===== src/rtl/lc3b_types.sv =====
// rtl/lc3b_types.sv - shared types for the cache-line arbiter
package lc3b_types;

  typedef enum logic [1:0] {
    IDLE   = 2'd0,
    BUSY_I = 2'd1,
    BUSY_D = 2'd2,
    DONE   = 2'd3
  } arb_state_t;

  typedef enum logic {
    REQ_I = 1'b0,
    REQ_D = 1'b1
  } arb_req_t;

  function automatic arb_state_t busy_state(input arb_req_t id);
    return (id == REQ_I) ? BUSY_I : BUSY_D;
  endfunction

endpackage


===== src/rtl/arb_grant_select.sv =====
// rtl/arb_grant_select.sv - combinational I/D grant picker
import lc3b_types::*;

module arb_grant_select #(
  parameter bit RR_ENABLE = 1'b1
) (
  input  logic     i_pending_i,
  input  logic     d_pending_i,
  input  arb_req_t last_grant_i,
  output logic     grant_valid_o,
  output arb_req_t grant_id_o
);

  always_comb begin
    grant_valid_o = i_pending_i | d_pending_i;
    grant_id_o    = REQ_D;
    if (i_pending_i && d_pending_i) begin
      // On a tie, round-robin hands the grant to whoever did not win last time
      if (RR_ENABLE) begin
        grant_id_o = (last_grant_i == REQ_I) ? REQ_D : REQ_I;
      end else begin
        grant_id_o = REQ_D;
      end
    end else if (i_pending_i) begin
      grant_id_o = REQ_I;
    end
  end

endmodule


===== src/rtl/cacheline_arbiter.sv =====
// rtl/cacheline_arbiter.sv - shares one cache-line memory port between I and D caches
import lc3b_types::*;

module cacheline_arbiter #(
  parameter int unsigned ADDR_WIDTH = 16,
  parameter int unsigned LINE_WIDTH = 128,
  parameter bit          RR_ENABLE  = 1'b1
) (
  input  logic                  clk,
  input  logic                  rst,
  input  logic                  i_read,
  input  logic                  i_write,
  input  logic [ADDR_WIDTH-1:0] i_address,
  input  logic [LINE_WIDTH-1:0] i_wdata,
  output logic                  i_resp,
  output logic [LINE_WIDTH-1:0] i_rdata,
  input  logic                  d_read,
  input  logic                  d_write,
  input  logic [ADDR_WIDTH-1:0] d_address,
  input  logic [LINE_WIDTH-1:0] d_wdata,
  output logic                  d_resp,
  output logic [LINE_WIDTH-1:0] d_rdata,
  output logic                  mem_read,
  output logic                  mem_write,
  output logic [ADDR_WIDTH-1:0] mem_address,
  output logic [LINE_WIDTH-1:0] mem_wdata,
  input  logic                  mem_resp,
  input  logic [LINE_WIDTH-1:0] mem_rdata
);

  arb_state_t            state_q, state_d;
  arb_req_t              last_grant_q, last_grant_d;
  logic                  mem_read_q, mem_read_d;
  logic                  mem_write_q, mem_write_d;
  logic [ADDR_WIDTH-1:0] mem_address_q, mem_address_d;
  logic [LINE_WIDTH-1:0] mem_wdata_q, mem_wdata_d;

  logic     i_pending, d_pending;
  logic     grant_valid;
  arb_req_t grant_id;

  assign i_pending = i_read | i_write;
  assign d_pending = d_read | d_write;

  arb_grant_select #(
    .RR_ENABLE(RR_ENABLE)
  ) u_grant_select (
    .i_pending_i  (i_pending),
    .d_pending_i  (d_pending),
    .last_grant_i (last_grant_q),
    .grant_valid_o(grant_valid),
    .grant_id_o   (grant_id)
  );

  always_ff @(posedge clk or posedge rst) begin
    if (rst) begin
      state_q       <= IDLE;
      last_grant_q  <= REQ_D;
      mem_read_q    <= 1'b0;
      mem_write_q   <= 1'b0;
      mem_address_q <= '0;
      mem_wdata_q   <= '0;
    end else begin
      state_q       <= state_d;
      last_grant_q  <= last_grant_d;
      mem_read_q    <= mem_read_d;
      mem_write_q   <= mem_write_d;
      mem_address_q <= mem_address_d;
      mem_wdata_q   <= mem_wdata_d;
    end
  end

  always_comb begin
    state_d       = state_q;
    last_grant_d  = last_grant_q;
    mem_read_d    = mem_read_q;
    mem_write_d   = mem_write_q;
    mem_address_d = mem_address_q;
    mem_wdata_d   = mem_wdata_q;
    unique case (state_q)
      IDLE: begin
        if (grant_valid) begin
          last_grant_d = grant_id;
          state_d      = busy_state(grant_id);
          // Write wins when a requester raises both strobes
          if (grant_id == REQ_I) begin
            mem_write_d   = i_write;
            mem_read_d    = i_read & ~i_write;
            mem_address_d = i_address;
            mem_wdata_d   = i_wdata;
          end else begin
            mem_write_d   = d_write;
            mem_read_d    = d_read & ~d_write;
            mem_address_d = d_address;
            mem_wdata_d   = d_wdata;
          end
        end
      end
      BUSY_I, BUSY_D: begin
        if (mem_resp) begin
          mem_read_d  = 1'b0;
          mem_write_d = 1'b0;
          state_d     = DONE;
        end
      end
      DONE: begin
        state_d = IDLE;
      end
      default: begin
        state_d = IDLE;
      end
    endcase
  end

  assign i_resp      = (state_q == BUSY_I) & mem_resp;
  assign d_resp      = (state_q == BUSY_D) & mem_resp;
  assign i_rdata     = mem_rdata;
  assign d_rdata     = mem_rdata;
  assign mem_read    = mem_read_q;
  assign mem_write   = mem_write_q;
  assign mem_address = mem_address_q;
  assign mem_wdata   = mem_wdata_q;

endmodule


===== config.mk =====
export PLATFORM = sky130hd
export DESIGN_NAME = cacheline_arbiter
export DESIGN_NICKNAME = d
export VERILOG_FILES = /design/src/rtl/lc3b_types.sv /design/src/rtl/arb_grant_select.sv /design/src/rtl/cacheline_arbiter.sv
export SDC_FILE = /design/constraint.sdc
export NUM_CORES = 1
export LEC_CHECK = 0
export BUFFER_PORTS_ARGS = -buffer_cell sky130_fd_sc_hd__buf_2
export CAP_MARGIN = 20
export CORE_AREA = 2 2 324 326
export CTS_CLUSTER_SIZE = 30
export DETAILED_ROUTE_END_ITERATION = 8
export DIE_AREA = 0 0 326 328
export GPL_TIMING_DRIVEN = 1
export PLACE_DENSITY = 0.3
export SETUP_SLACK_MARGIN = 0.05
export SLEW_MARGIN = 20
export SYNTH_ARGS = -nofsm -noshare
export SYNTH_HDL_FRONTEND = slang
export SYNTH_SLANG_ARGS = --single-unit

===== constraint.sdc =====
create_clock -name clk -period 5.7 [get_ports clk]
set_clock_uncertainty 0.1 [all_clocks]
set_input_delay 0.855 -clock clk [delete_from_list [all_inputs] [get_ports clk]]
set_output_delay 0.855 -clock clk [all_outputs]
set_load 0.01 [all_outputs]

# == Word level (Yosys, flattened, before mapping) ==
# Index checks and enable logic that the tools add are counted.
# word_totals
reg_bits,149
inputBits,423
out_inout_bits,404
elab_cells,43
# classes
n_eq_ne,5
mux,16
n_bitwise,9
n_reduce_logical,7
# op_table
operator,count
$mux W128,1
$mux W16,1
$mux W1,8
$mux W2,3
$pmux W2 S3,1
$and A1 B1 Y1,4
$eq A2 B2 Y1 const B,2
$ne A2 B2 Y1 const B,2
$pmux W1 S2,2
$reduce_and A2 Y1,2
$or A1 B1 Y1,3
$reduce_and A3 Y1,1
$eq A2 B1 Y1 const B,1
$logic_not A2 Y1,1
$not A1 Y1,2
$reduce_bool A2 Y1,1
$reduce_or A2 Y1,1
$logic_and A1 B1 Y1,1

# == Depth between registers and ports, before layout ==
# logic_depth
depth_word,6
mapped_depth,8
mapped_depth_nobuf,6

# == By module ==
# From an unflattened synthesis, not the netlist that was laid out.
# hier_totals
hier_cells,923
area_unflattened_um2,9113.7
# modules_own_cells
mod,instances,cells_each,area_per_inst_um2,seq_area_each_um2
cacheline_arbiter,1,920,9098.7,3729.8
arb_grant_select,1,3,15.0,0.0

# == Worst setup path after synthesis ==
# OpenSTA, ideal clock, no wires.
# synth_path
kind,input -> register
startpoint,input port d_write
endpoint,"register mem_wdata_q[36], in the netlist mem_wdata[36]"
arrival_ns,1.801
path_slack_ns,3.673
path_stages,7
n_path_buf,3
cell_sequence,nor4_4 > nor2b_1 > buf_6 > buf_6 > buf_6 > nor2_1 > a31oi_1
# synth_via
elab_chain_len,4
elab_cells_between_ends,6
classes_between,mux (2); bitwise (2); reduce/logical (2)
# synth_lines
element,line,source
start: declaration,cacheline_arbiter.sv:18,"input logic d_write,"
$or A1 B1 Y1 *,cacheline_arbiter.sv:43,assign d_pending = d_read | d_write;
$logic_and A1 B1 Y1,arb_grant_select.sv:17,if (i_pending_i && d_pending_i) begin
$mux W1,arb_grant_select.sv:17,
$mux W128,cacheline_arbiter.sv:86,if (grant_id == REQ_I) begin
end signal: assignment,cacheline_arbiter.sv:69,mem_wdata_q <= mem_wdata_d;
end: declaration,cacheline_arbiter.sv:36,"logic [LINE_WIDTH-1:0] mem_wdata_q, mem_wdata_d;"
# Mark *: on every way between the ends. The rest lies on a longest branch, timed or not.
# A chain may end at the register's enable or synchronous reset.

# == Worst setup path after layout ==
# layout_path
startpoint,input port d_write
endpoint,"register mem_wdata_q[120], in the netlist mem_wdata[120]"
# Same word-level chain as after synthesis.

==> impl_metrics.csv <==
group,metric,value,unit
die,die_area,0.107,mm²
place,finalWeightedCongestion,0.856,
finish,final_cells,2626,
detailed_routing,vias,7724,
yosys,ys_ff_latch,149,
clock_tree,insertion_delay,490,ps
timing,max_slew_margin,35.0,%
job,maxCapViolCount,0,
yosys,synth.mux.area_fraction,0,%
clock_tree,numCtsBuffers,17,
die,start_util,8.62,%
timing,drv_slew,0,
die,die_h,328,µm
global_routing,use_met3,5.82,%
critical_path,endpoint_kind,"register",
global_routing,grt_pass1_wl,67800,µm
place,io_buffers,442,
timing,fin_ws,2850,ps
yosys,synth_top_family_by_area,"buffers and inverters",
timing,fmax,351,MHz
yosys,avgSynthCellArea,8.20,µm²
power,p_total,6.10,mW
clock_tree,hold_buffers,0,
power,p_per_area,544,mW/mm²
critical_path,worstSetupPathType,"in -> reg",
clock_tree,cts_max_level,4,
timing,hold_violations,0,
place,dp_hpwl,41500,µm
timing,fin_setup_tns,0,ps
detailed_routing,drt_first_pass_iters,5,
power,p_comb_share,46.9,%
clock_tree,root_buffer,"clkbuf_16",
yosys,synth_xor_area_share,0,%
timing,worst_pin_slew,976,ps
critical_path,crit_arrival,3150,ps
finish,layout-drive-gt1-share,38.9,%
yosys,synth_cell_types,23,
yosys,syn_inst,1085,
detailed_routing,first_iter_violations,362,
yosys,yosys_warnings,0,
power,switchingPower,2.74,mW
timing,finalCritPeriodShare,49.9,%
finish,layout_commonest_cell,"buf_2",
finish,regArea,0.00373,mm²
critical_path,ff2ff_setup_slack,2920,ps
place,preCtsSetupSlack,2350,ps
clock_tree,cts.sinks,149,
critical_path,worst-endpoint-required,6010,ps
global_routing,use_met2,16.0,%
yosys,synthAdderAreaFrac,0.562,%
global_routing,gr-total-overflow,0,
global_routing,grt_max_degree,116,
finish,layout_common_cells,"buf_2, nand2_1, nor2_1, dfrtp_1, a31oi_1",
power,p_leak,4.93,nW
outcome,outcome,"finished clean",
finish,syn2layout_area_growth,26.0,%
die,fp.coreArea,0.103,mm²
die,rows,118,
detailed_routing,final_antenna_net_count,0,
clock_tree,postCtsSetupRepairBufs,0,
clock_tree,clockBufferDepth,2,
critical_path,r2r_end,"mem_wdata[120]",
detailed_routing,drt-wirelength-per-cell,19.2,µm
power,internal_power,3.37,mW
global_routing,grt_use_total,9.25,%
clock_tree,cts.repair.resized,0,
timing,hold_ws,358,ps
clock_tree,cts_tree,"yes",
critical_path,rr_worst_depth,5,
power,ir_worst_vdd,0.220,mV
yosys,synth_area,0.00890,mm²
place,place_inst,2594,
clock_tree,clk_pin_slew,70,ps
finish,multiInputGateArea,0.00280,mm²
yosys,ys_seq_area_share,41.9,%
finish,antenna_cells,0,
finish,fillers,12100,
finish,num-nets-final,1660,
critical_path,critPathLaunchType,"input pin",
detailed_routing,drcViolationCount,0,
critical_path,crit_path_max_fanout,74,
hold_path,hp-class,"in -> async",
die,die_w,326,µm
yosys,synth-simple-area-share,19.6,%
global_routing,antenna_found_initial,3,
yosys,synth_compound_area_share,11.1,%
timing,finalSetupViolations,0,
critical_path,rr_startpoint,"last_grant_q",
detailed_routing,viasPerCell,2.94,
global_routing,use_met1,8.94,%
global_routing,busiest_layer,"met2",
detailed_routing,wl,50300,µm
power,clock_power_share,21.5,%
timing,rsz0062_at_grt,"false",
die,io_pins,827,
power,pwr-share-seq,31.5,%
timing,post-route-min-period,2850,ps
global_routing,grt_pass1_vias,8005,
power,netSwitchingFraction,44.9,%
yosys,syn_nets,1512,
==> cell usage after synthesis <==
master,instances,share of area [%]
a211o_1,1,0.098
a21boi_0,1,0.084
a21oi_1,8,0.45
a22o_1,2,0.20
a31oi_1,144,10
and2_1,3,0.21
buf_2,21,1.2
buf_4,256,22
buf_6,26,3.3
clkbuf_1,16,0.67
dfrtp_1,148,42
dfstp_2,1,0.30
ha_1,4,0.56
inv_1,3,0.13
nand2_1,292,12
nand2_2,1,0.070
nand2b_1,1,0.070
nor2_1,148,6.2
nor2b_1,5,0.35
nor4_4,1,0.24
o21ai_0,1,0.056
o21bai_1,1,0.084
or2_2,1,0.070
==> power by group through the flow <==
stage	combinational, mW	sequential (mW)	clock, mW
after floorplan	1.70	2.15	0
after global placement	2.96	1.94	0
after detailed placement	2.97	1.96	0
after CTS	2.97	1.94	1.42
after global routing	3.23	2.00	1.44
final	2.87	1.93	1.31
==> cells by family (layout without fill, tap and decap cells) <==
group,count (synthesis),after routing
flip-flops,149,149
adder cells (fa/ha/maj),4,4
AO/OA/AOI/OAI,158,158
AND/OR/NAND/NOR,452,452
buffers and inverters,322,483
==> registers in the layout (all words and copies together), names as in the netlist <==
name and cells:
last_grant_q 1, mem_write 1, mem_wdata 128, mem_read 1
state_q 2, mem_address 16
==> critical path: stages <==
cell	delay (ps)
buf_2	130
o21bai_1	410
and2_4	830
buf_12	360
nand2_1	100
a31oi_1	190
==> area by class of cell <==
class                      instances  share of cell area, %
timing repair buffer             448                   20.6
clock buffer                      20                   3.98
clock inverter                    12                   1.67
inverter                           3                  0.145
multi-input combinational        614                   25.0
tap                             1380                   15.4
sequential                       149                   33.3
==> how the worst max path moves through the flow <==
| stage | end | slack, ps | from |
|---|---|---|---|
| floorplan | mem_address[0] | 740 | rst |
| global placement | mem_wdata[113] | 2340 | d_write |
| detailed placement | mem_wdata[74] | 2350 | d_write |
| CTS | mem_wdata[74] | 2920 | last_grant_q |
| global route | mem_address[0] | 2700 | d_write |
| finish | mem_wdata[120] | 2850 | d_write |
==> routing by layer <==
metal	share of wire, %	wire length (µm)
met2	50	25100
met5	0.060	30
met3	14	6870
met4	2.1	1070
met1	34	17200
==> through the flow <==
step | instance area (µm²) | util [%]
6_report | 11200 | 10.9
5_1_grt | 11200 | 10.9
4_1_cts | 11200 | 10.9
3_5_place_dp | 10600 | 10.3
3_3_place_gp | 10600 | 10.3
2_1_floorplan | 8900 | -
(Power assumes the default switching activity.)
